--- src/rtl/load_store_unit_if.sv ---
// Bundles the pipeline request/response handshake and the data-memory bus
// seen by the load/store unit.
interface load_store_unit_if;
    logic        req_valid;
    logic        req_ready;
    logic        req_store;
    logic [2:0]  req_funct3;
    logic [15:0] req_addr;
    logic [31:0] req_wdata;
    logic        resp_valid;
    logic        resp_err;
    logic [31:0] load_data;
    logic        mem_wEn;
    logic [15:0] mem_address;
    logic [31:0] mem_write_data;
    logic [31:0] mem_read_data;

    // The load/store unit itself
    modport slave (
        input  req_valid, req_store, req_funct3, req_addr, req_wdata, mem_read_data,
        output req_ready, resp_valid, resp_err, load_data,
        output mem_wEn, mem_address, mem_write_data
    );

    // The pipeline and memory surrounding it
    modport master (
        output req_valid, req_store, req_funct3, req_addr, req_wdata, mem_read_data,
        input  req_ready, resp_valid, resp_err, load_data,
        input  mem_wEn, mem_address, mem_write_data
    );
endinterface

--- src/rtl/load_store_unit.sv ---
// RISC-V load/store initiator for a word-wide synchronous data memory; byte and
// halfword stores are done as read-modify-write.
module load_store_unit (
    input  logic                     clk,
    input  logic                     rst_n,
    load_store_unit_if.slave         bus
);

    typedef enum logic [2:0] {IDLE, ACCESS, DATA, WRITE, RESP} state_t;

    state_t      state_q, state_d;
    logic        store_q, store_d;
    logic [2:0]  funct3_q, funct3_d;
    logic [1:0]  addrLow_q, addrLow_d;
    logic [15:0] wdataLow_q, wdataLow_d;
    logic        memWEn_q, memWEn_d;
    logic [15:0] memAddress_q, memAddress_d;
    logic [31:0] memWriteData_q, memWriteData_d;
    logic [31:0] loadData_q, loadData_d;
    logic        respValid_q, respValid_d;
    logic        respErr_q, respErr_d;

    logic        accept;
    logic        reqIllegal;
    logic [7:0]  byteLane;
    logic [15:0] halfLane;
    logic [31:0] extracted;
    logic [31:0] merged;

    assign accept = bus.req_valid && (state_q == IDLE);

    // Reserved funct3 codes, unsigned stores and misaligned H/W accesses never reach memory
    always_comb begin
        reqIllegal = (bus.req_funct3 == 3'b011)
                  || (bus.req_funct3[2:1] == 2'b11)
                  || (bus.req_store && bus.req_funct3[2])
                  || ((bus.req_funct3[1:0] == 2'b01) && bus.req_addr[0])
                  || ((bus.req_funct3[1:0] == 2'b10) && (bus.req_addr[1:0] != 2'b00));
    end

    always_comb begin
        byteLane  = bus.mem_read_data[{addrLow_q, 3'b000} +: 8];
        halfLane  = addrLow_q[1] ? bus.mem_read_data[31:16] : bus.mem_read_data[15:0];
        extracted = bus.mem_read_data;
        case (funct3_q)
            3'b000:  extracted = {{24{byteLane[7]}}, byteLane};
            3'b001:  extracted = {{16{halfLane[15]}}, halfLane};
            3'b100:  extracted = {24'b0, byteLane};
            3'b101:  extracted = {16'b0, halfLane};
            default: extracted = bus.mem_read_data;
        endcase
        merged = bus.mem_read_data;
        if (funct3_q[1:0] == 2'b00)
            merged[{addrLow_q, 3'b000} +: 8] = wdataLow_q[7:0];
        else
            merged[{addrLow_q[1], 4'b0000} +: 16] = wdataLow_q;
    end

    always_ff @(posedge clk or negedge rst_n) begin
        if (!rst_n) begin
            state_q        <= IDLE;
            store_q        <= 1'b0;
            funct3_q       <= 3'b000;
            addrLow_q      <= 2'b00;
            wdataLow_q     <= 16'h0000;
            memWEn_q       <= 1'b0;
            memAddress_q   <= 16'h0000;
            memWriteData_q <= 32'h0000_0000;
            loadData_q     <= 32'h0000_0000;
            respValid_q    <= 1'b0;
            respErr_q      <= 1'b0;
        end else begin
            state_q        <= state_d;
            store_q        <= store_d;
            funct3_q       <= funct3_d;
            addrLow_q      <= addrLow_d;
            wdataLow_q     <= wdataLow_d;
            memWEn_q       <= memWEn_d;
            memAddress_q   <= memAddress_d;
            memWriteData_q <= memWriteData_d;
            loadData_q     <= loadData_d;
            respValid_q    <= respValid_d;
            respErr_q      <= respErr_d;
        end
    end

    always_comb begin
        state_d = state_q;
        case (state_q)
            IDLE:    if (accept) state_d = reqIllegal ? RESP : ACCESS;
            ACCESS:  state_d = (store_q && (funct3_q[1:0] == 2'b10)) ? RESP : DATA;
            DATA:    state_d = store_q ? WRITE : RESP;
            WRITE:   state_d = RESP;
            RESP:    state_d = IDLE;
            default: state_d = IDLE;
        endcase
    end

    // Write enable defaults low so it is only ever high for the single cycle after it is set
    always_comb begin
        store_d        = store_q;
        funct3_d       = funct3_q;
        addrLow_d      = addrLow_q;
        wdataLow_d     = wdataLow_q;
        memWEn_d       = 1'b0;
        memAddress_d   = memAddress_q;
        memWriteData_d = memWriteData_q;
        loadData_d     = loadData_q;
        respErr_d      = respErr_q;
        respValid_d    = (state_d == RESP);
        case (state_q)
            IDLE: begin
                if (accept) begin
                    store_d    = bus.req_store;
                    funct3_d   = bus.req_funct3;
                    addrLow_d  = bus.req_addr[1:0];
                    wdataLow_d = bus.req_wdata[15:0];
                    if (reqIllegal) begin
                        respErr_d  = 1'b1;
                        loadData_d = 32'h0000_0000;
                    end else begin
                        memAddress_d = bus.req_addr;
                        if (bus.req_store && (bus.req_funct3 == 3'b010)) begin
                            memWEn_d       = 1'b1;
                            memWriteData_d = bus.req_wdata;
                        end
                    end
                end
            end
            ACCESS: begin
                if (state_d == RESP) respErr_d = 1'b0;
            end
            DATA: begin
                if (store_q) begin
                    memWEn_d       = 1'b1;
                    memWriteData_d = merged;
                end else begin
                    loadData_d = extracted;
                    respErr_d  = 1'b0;
                end
            end
            WRITE: begin
                respErr_d = 1'b0;
            end
            default: ;
        endcase
    end

    assign bus.req_ready      = (state_q == IDLE);
    assign bus.resp_valid     = respValid_q;
    assign bus.resp_err       = respErr_q;
    assign bus.load_data      = loadData_q;
    assign bus.mem_wEn        = memWEn_q;
    assign bus.mem_address    = memAddress_q;
    assign bus.mem_write_data = memWriteData_q;

endmodule

--- src/flat_wrapper.sv ---
// flat-port wrapper written by rule: the top's interface ports become plain ports
module load_store_unit_flat 
  (clk, rst_n, bus_req_valid, bus_req_store, bus_req_funct3, bus_req_addr, bus_req_wdata, bus_mem_read_data, bus_req_ready, bus_resp_valid, bus_resp_err, bus_load_data, bus_mem_wEn, bus_mem_address, bus_mem_write_data);
  load_store_unit_if bus_i ();
  input  logic clk;
  input  logic rst_n;
  input wire logic [$bits(bus_i.req_valid)-1:0] bus_req_valid;
  input wire logic [$bits(bus_i.req_store)-1:0] bus_req_store;
  input wire logic [$bits(bus_i.req_funct3)-1:0] bus_req_funct3;
  input wire logic [$bits(bus_i.req_addr)-1:0] bus_req_addr;
  input wire logic [$bits(bus_i.req_wdata)-1:0] bus_req_wdata;
  input wire logic [$bits(bus_i.mem_read_data)-1:0] bus_mem_read_data;
  output wire logic [$bits(bus_i.req_ready)-1:0] bus_req_ready;
  output wire logic [$bits(bus_i.resp_valid)-1:0] bus_resp_valid;
  output wire logic [$bits(bus_i.resp_err)-1:0] bus_resp_err;
  output wire logic [$bits(bus_i.load_data)-1:0] bus_load_data;
  output wire logic [$bits(bus_i.mem_wEn)-1:0] bus_mem_wEn;
  output wire logic [$bits(bus_i.mem_address)-1:0] bus_mem_address;
  output wire logic [$bits(bus_i.mem_write_data)-1:0] bus_mem_write_data;
  assign bus_i.req_valid = bus_req_valid;
  assign bus_i.req_store = bus_req_store;
  assign bus_i.req_funct3 = bus_req_funct3;
  assign bus_i.req_addr = bus_req_addr;
  assign bus_i.req_wdata = bus_req_wdata;
  assign bus_i.mem_read_data = bus_mem_read_data;
  assign bus_req_ready = bus_i.req_ready;
  assign bus_resp_valid = bus_i.resp_valid;
  assign bus_resp_err = bus_i.resp_err;
  assign bus_load_data = bus_i.load_data;
  assign bus_mem_wEn = bus_i.mem_wEn;
  assign bus_mem_address = bus_i.mem_address;
  assign bus_mem_write_data = bus_i.mem_write_data;
  load_store_unit u_core (.clk(clk), .rst_n(rst_n), .bus(bus_i));
endmodule
--- config.mk ---
export PLATFORM = sky130hd
export DESIGN_NAME = load_store_unit_flat
export DESIGN_NICKNAME = d
export VERILOG_FILES = /design/src/rtl/load_store_unit_if.sv /design/src/rtl/load_store_unit.sv /design/src/flat_wrapper.sv
export SDC_FILE = /design/constraint.sdc
export NUM_CORES = 1
export LEC_CHECK = 0
export CAP_MARGIN = 10
export CORE_ASPECT_RATIO = 0.9
export CORE_MARGIN = 2
export CORE_UTILIZATION = 36
export CTS_CLUSTER_SIZE = 10
export DETAILED_ROUTE_END_ITERATION = 16
export SLEW_MARGIN = 20
export SYNTH_ARGS = -nofsm -noshare
export SYNTH_HDL_FRONTEND = slang
export SYNTH_SLANG_ARGS = --single-unit
--- constraint.sdc ---
create_clock -name clk -period 5 [get_ports clk]
set_clock_uncertainty 0.05 [all_clocks]
set_input_delay 1.25 -clock clk [delete_from_list [all_inputs] [get_ports clk]]
set_output_delay 1.25 -clock clk [all_outputs]
set_load 0.05 [all_outputs]
==> impl_metrics.csv <==
group,metric,value,unit
outcome,status,"complete, no violations",
clock_network,cts_root_buffer,"clkbuf_16",
die,num_rows,44,
detailed_routing,ant_nets,0,
pwr,ir_worst_vdd,0.353,mV
min_path,min_path_type,"reg2reg",
sta,fin_ws,1.10,ns
flow_run,max-cap-violations,0,
cells_and_area,drive_gt1_share,17.1,%
sta,fmax,0.256,GHz
clock_network,cts_tree,"yes",
place,finalWeightedCongestion,0.858,
pwr,power,5.86,mW
sta,whs,0.429,ns
yosys,synth_top_area_share,45.4,%
cells_and_area,fillers,1491,
place,post-place-ws,0.693,ns
clock_network,cts_resized,0,
yosys,synth.distinct_cells,42,
die,fp.dieH,126,um
yosys,yosysWarnings,0,
global_routing,first_global_vias,5136,
detailed_routing,drt_pass1_iterations,6,
clock_network,numCtsBuffers,9,
setup_path,crit_type,"in2reg",
global_routing,grt_max_degree,53,
detailed_routing,vias,5282,
cells_and_area,diodes,0,
yosys,synth_top_cell_by_area,"dfrtp_1",
yosys,syn_area_per_cell,10.6,um2
yosys,ys_seq_area_share,45.4,%
sta,grt_setup_unrepaired,"no",
clock_network,ctsHoldBuffers,0,
clock_network,insertion_delay,0.36,ns
sta,period_share,78.0,%
cells_and_area,syn2layout_area_growth,37.1,%
yosys,synth_edf_count,0,
yosys,synth-main-ff-cell,"dfrtp_1",
sta,slew_headroom,32.1,%
setup_path,cp_cell_sequence,"clkdlybuf4s50_1, or4_4, a21bo_1, o41ai_4, buf_4, mux2_2",
setup_path,cp_slowest_cell,"or4_4",
cells_and_area,final_area,0.00817,mm2
setup_path,cp_max_fo,33,
die,initial_core_util,36.8,%
pwr,p_leak,3.30,nW
setup_path,critPathLaunchType,"input port",
yosys,synth-seq-cells,108,
detailed_routing,drtIter0Drc,361,
setup_path,cp_slowest_stage_delay,0.61,ns
detailed_routing,drt-wirelength-per-cell,20.9,um
yosys,syn_nets,654,
cells_and_area,fin_nets,801,
clock_network,clock_path_buffers,2,
die,die_w,140,um
place,place_inst,905,
yosys,synthCells,562,
global_routing,grt_first_pass_wirelength,29700,um
setup_path,worstPathArrival,4.10,ns
cells_and_area,utilization,50.5,%
sta,tightest_slew,1.02,ns
sta,finalSetupViolations,0,
die,io_pins,171,
min_path,holdCritStartpoint,"u_core.bus.load_data[29]$_DFFE_PN0P_",
setup_path,crit_family,"buffers and inverters",
clock_network,post_cts_buffers,0,
setup_path,critPathBufInv,2,
setup_path,r2r_start,"u_core.addrLow_q[1]$_DFFE_PN0P_",
sta,finalCriticalPeriod,3.90,ns
detailed_routing,wl,19200,um
clock_network,htreeDepth,3,
clock_network,cts_sinks,108,
cells_and_area,fin_cells,921,
place,port-buffer-count,170,
setup_path,r2r_slack,2.01,ns
place,place_area,0.00784,mm2
die,core,0.0162,mm2
sta,hold_violations,0,
yosys,syn-cell-area,0.00596,mm2
min_path,hold_end,"u_core.bus.load_data[29]$_DFFE_PN0P_",
detailed_routing,vias_per_cell,5.74,
pwr,power_density,717,mW/mm2
global_routing,grt_antenna_before_repair,0,
setup_path,cp.depth,6,
min_path,hold_depth,2,
global_routing,gr-usage-all-layers,21.8,%
yosys,async_reset_ff_share,100,%
place,dp_hpwl,14100,um
detailed_routing,drc_errors,0,
setup_path,reg2reg_to,"u_core.bus.mem_write_data[28]$_DFFE_PN0P_",
clock_network,clk_pin_slew,0.07,ns
setup_path,cp-end-kind,"flop",
sta,setup_tns,0,ns
yosys,synth_area_leaders,"dfrtp_1 (45%), mux2_2 (15%), o21ai_0 (5.8%)",
setup_path,rr_worst_depth,7,
die,dieArea,0.0176,mm2
setup_path,required,5.20,ns
sta,drv_slew,0,
global_routing,overflow,0,
[routing by layer]
metal  global-route usage, %  part of all wire, %  vias to the layer above
li1                        -                    -                     2390
met1                    31.9                   46                     2630
met2                    32.1                   44                      234
met3                    5.21                  8.1                       28
met4                    6.41                  1.8                        0
met5                       0                    0                        -
[flip-flops by register name (all words and copies together) (netlist names), 2 cells and up]
signal and count:
u_core.wdataLow_q 16, u_core.bus.mem_address 16, u_core.bus.mem_write_data 32, u_core.bus.load_data 32
u_core.addrLow_q 2, u_core.funct3_q 3, u_core.state_q 3
[power breakdown]
group / switching (mW) / internal, mW / leakage, nW / total, mW
combinational: 2.11 / 1.31 / 1.78 / 3.42
sequential: 0.394 / 1.26 / 1.36 / 1.66
clock: 0.333 / 0.451 / 0.159 / 0.784
[worst min-delay path: cells and delay by family (launching register included)]
| kind | cells | cell delay, ns |
|---|---|---|
| simple gates | 1 | 0.05 |
| flops | 1 | 0.34 |
| compound gates | 1 | 0.05 |
[area by class of cell]
| cell class | count | area [um2] | area share, % |
|---|---|---|---|
| Timing Repair Buffer | 183 | 1800 | 22.0 |
| Inverter | 8 | 30.0 | 0.368 |
| Tap cell | 207 | 259 | 3.17 |
| Multi-Input combinational cell | 399 | 3060 | 37.5 |
| Clock buffer | 11 | 243 | 2.97 |
| Clock inverter | 5 | 75.1 | 0.919 |
| Sequential cell | 108 | 2700 | 33.1 |
[synthesized netlist by cell type, types with 9 or more instances]
library cell	instances
dfrtp_1	108
mux2_2	82
nand2_1	80
o21ai_0	69
clkbuf_1	37
a221oi_1	32
mux2_1	27
a21oi_1	19
o31ai_1	16
nand2b_1	9
[worst max-delay path by stage]
stage                      startpoint                                   endpoint  slack (ns)
floorplan           bus_req_funct3[0]  u_core.bus.mem_write_data[21]$_DFFE_PN0P_        1.72
global placement    bus_req_funct3[0]  u_core.bus.mem_write_data[27]$_DFFE_PN0P_        0.80
detailed placement  bus_req_funct3[0]  u_core.bus.mem_write_data[19]$_DFFE_PN0P_        0.69
CTS                 bus_req_funct3[0]  u_core.bus.mem_write_data[19]$_DFFE_PN0P_        1.09
global route        bus_req_funct3[0]  u_core.bus.mem_write_data[12]$_DFFE_PN0P_        0.97
finish              bus_req_funct3[0]  u_core.bus.mem_write_data[21]$_DFFE_PN0P_        1.10
[placed cells by master, fill, tap and decap left out, types with 14 or more instances in the layout]
master / instances
a21oi_1: 19
a221oi_1: 32
buf_4: 14
clkdlybuf4s50_1: 169
dfrtp_1: 108
mux2_1: 27
mux2_2: 82
nand2_1: 80
o21ai_0: 69
o31ai_1: 16
[kinds of logic after synthesis]
logic type               after synthesis  synth area share (%)
AO/OA/AOI/OAI                        169                  19.3
AND/OR/NAND/NOR                      114                  9.07
multiplexers                         111                  21.1
flip-flops                           108                  45.4
buffers and inverters                 55                  4.05
adder cells (fa/ha/maj)                5                  1.05
No activity file was read; power rests on OpenSTA's default activity.
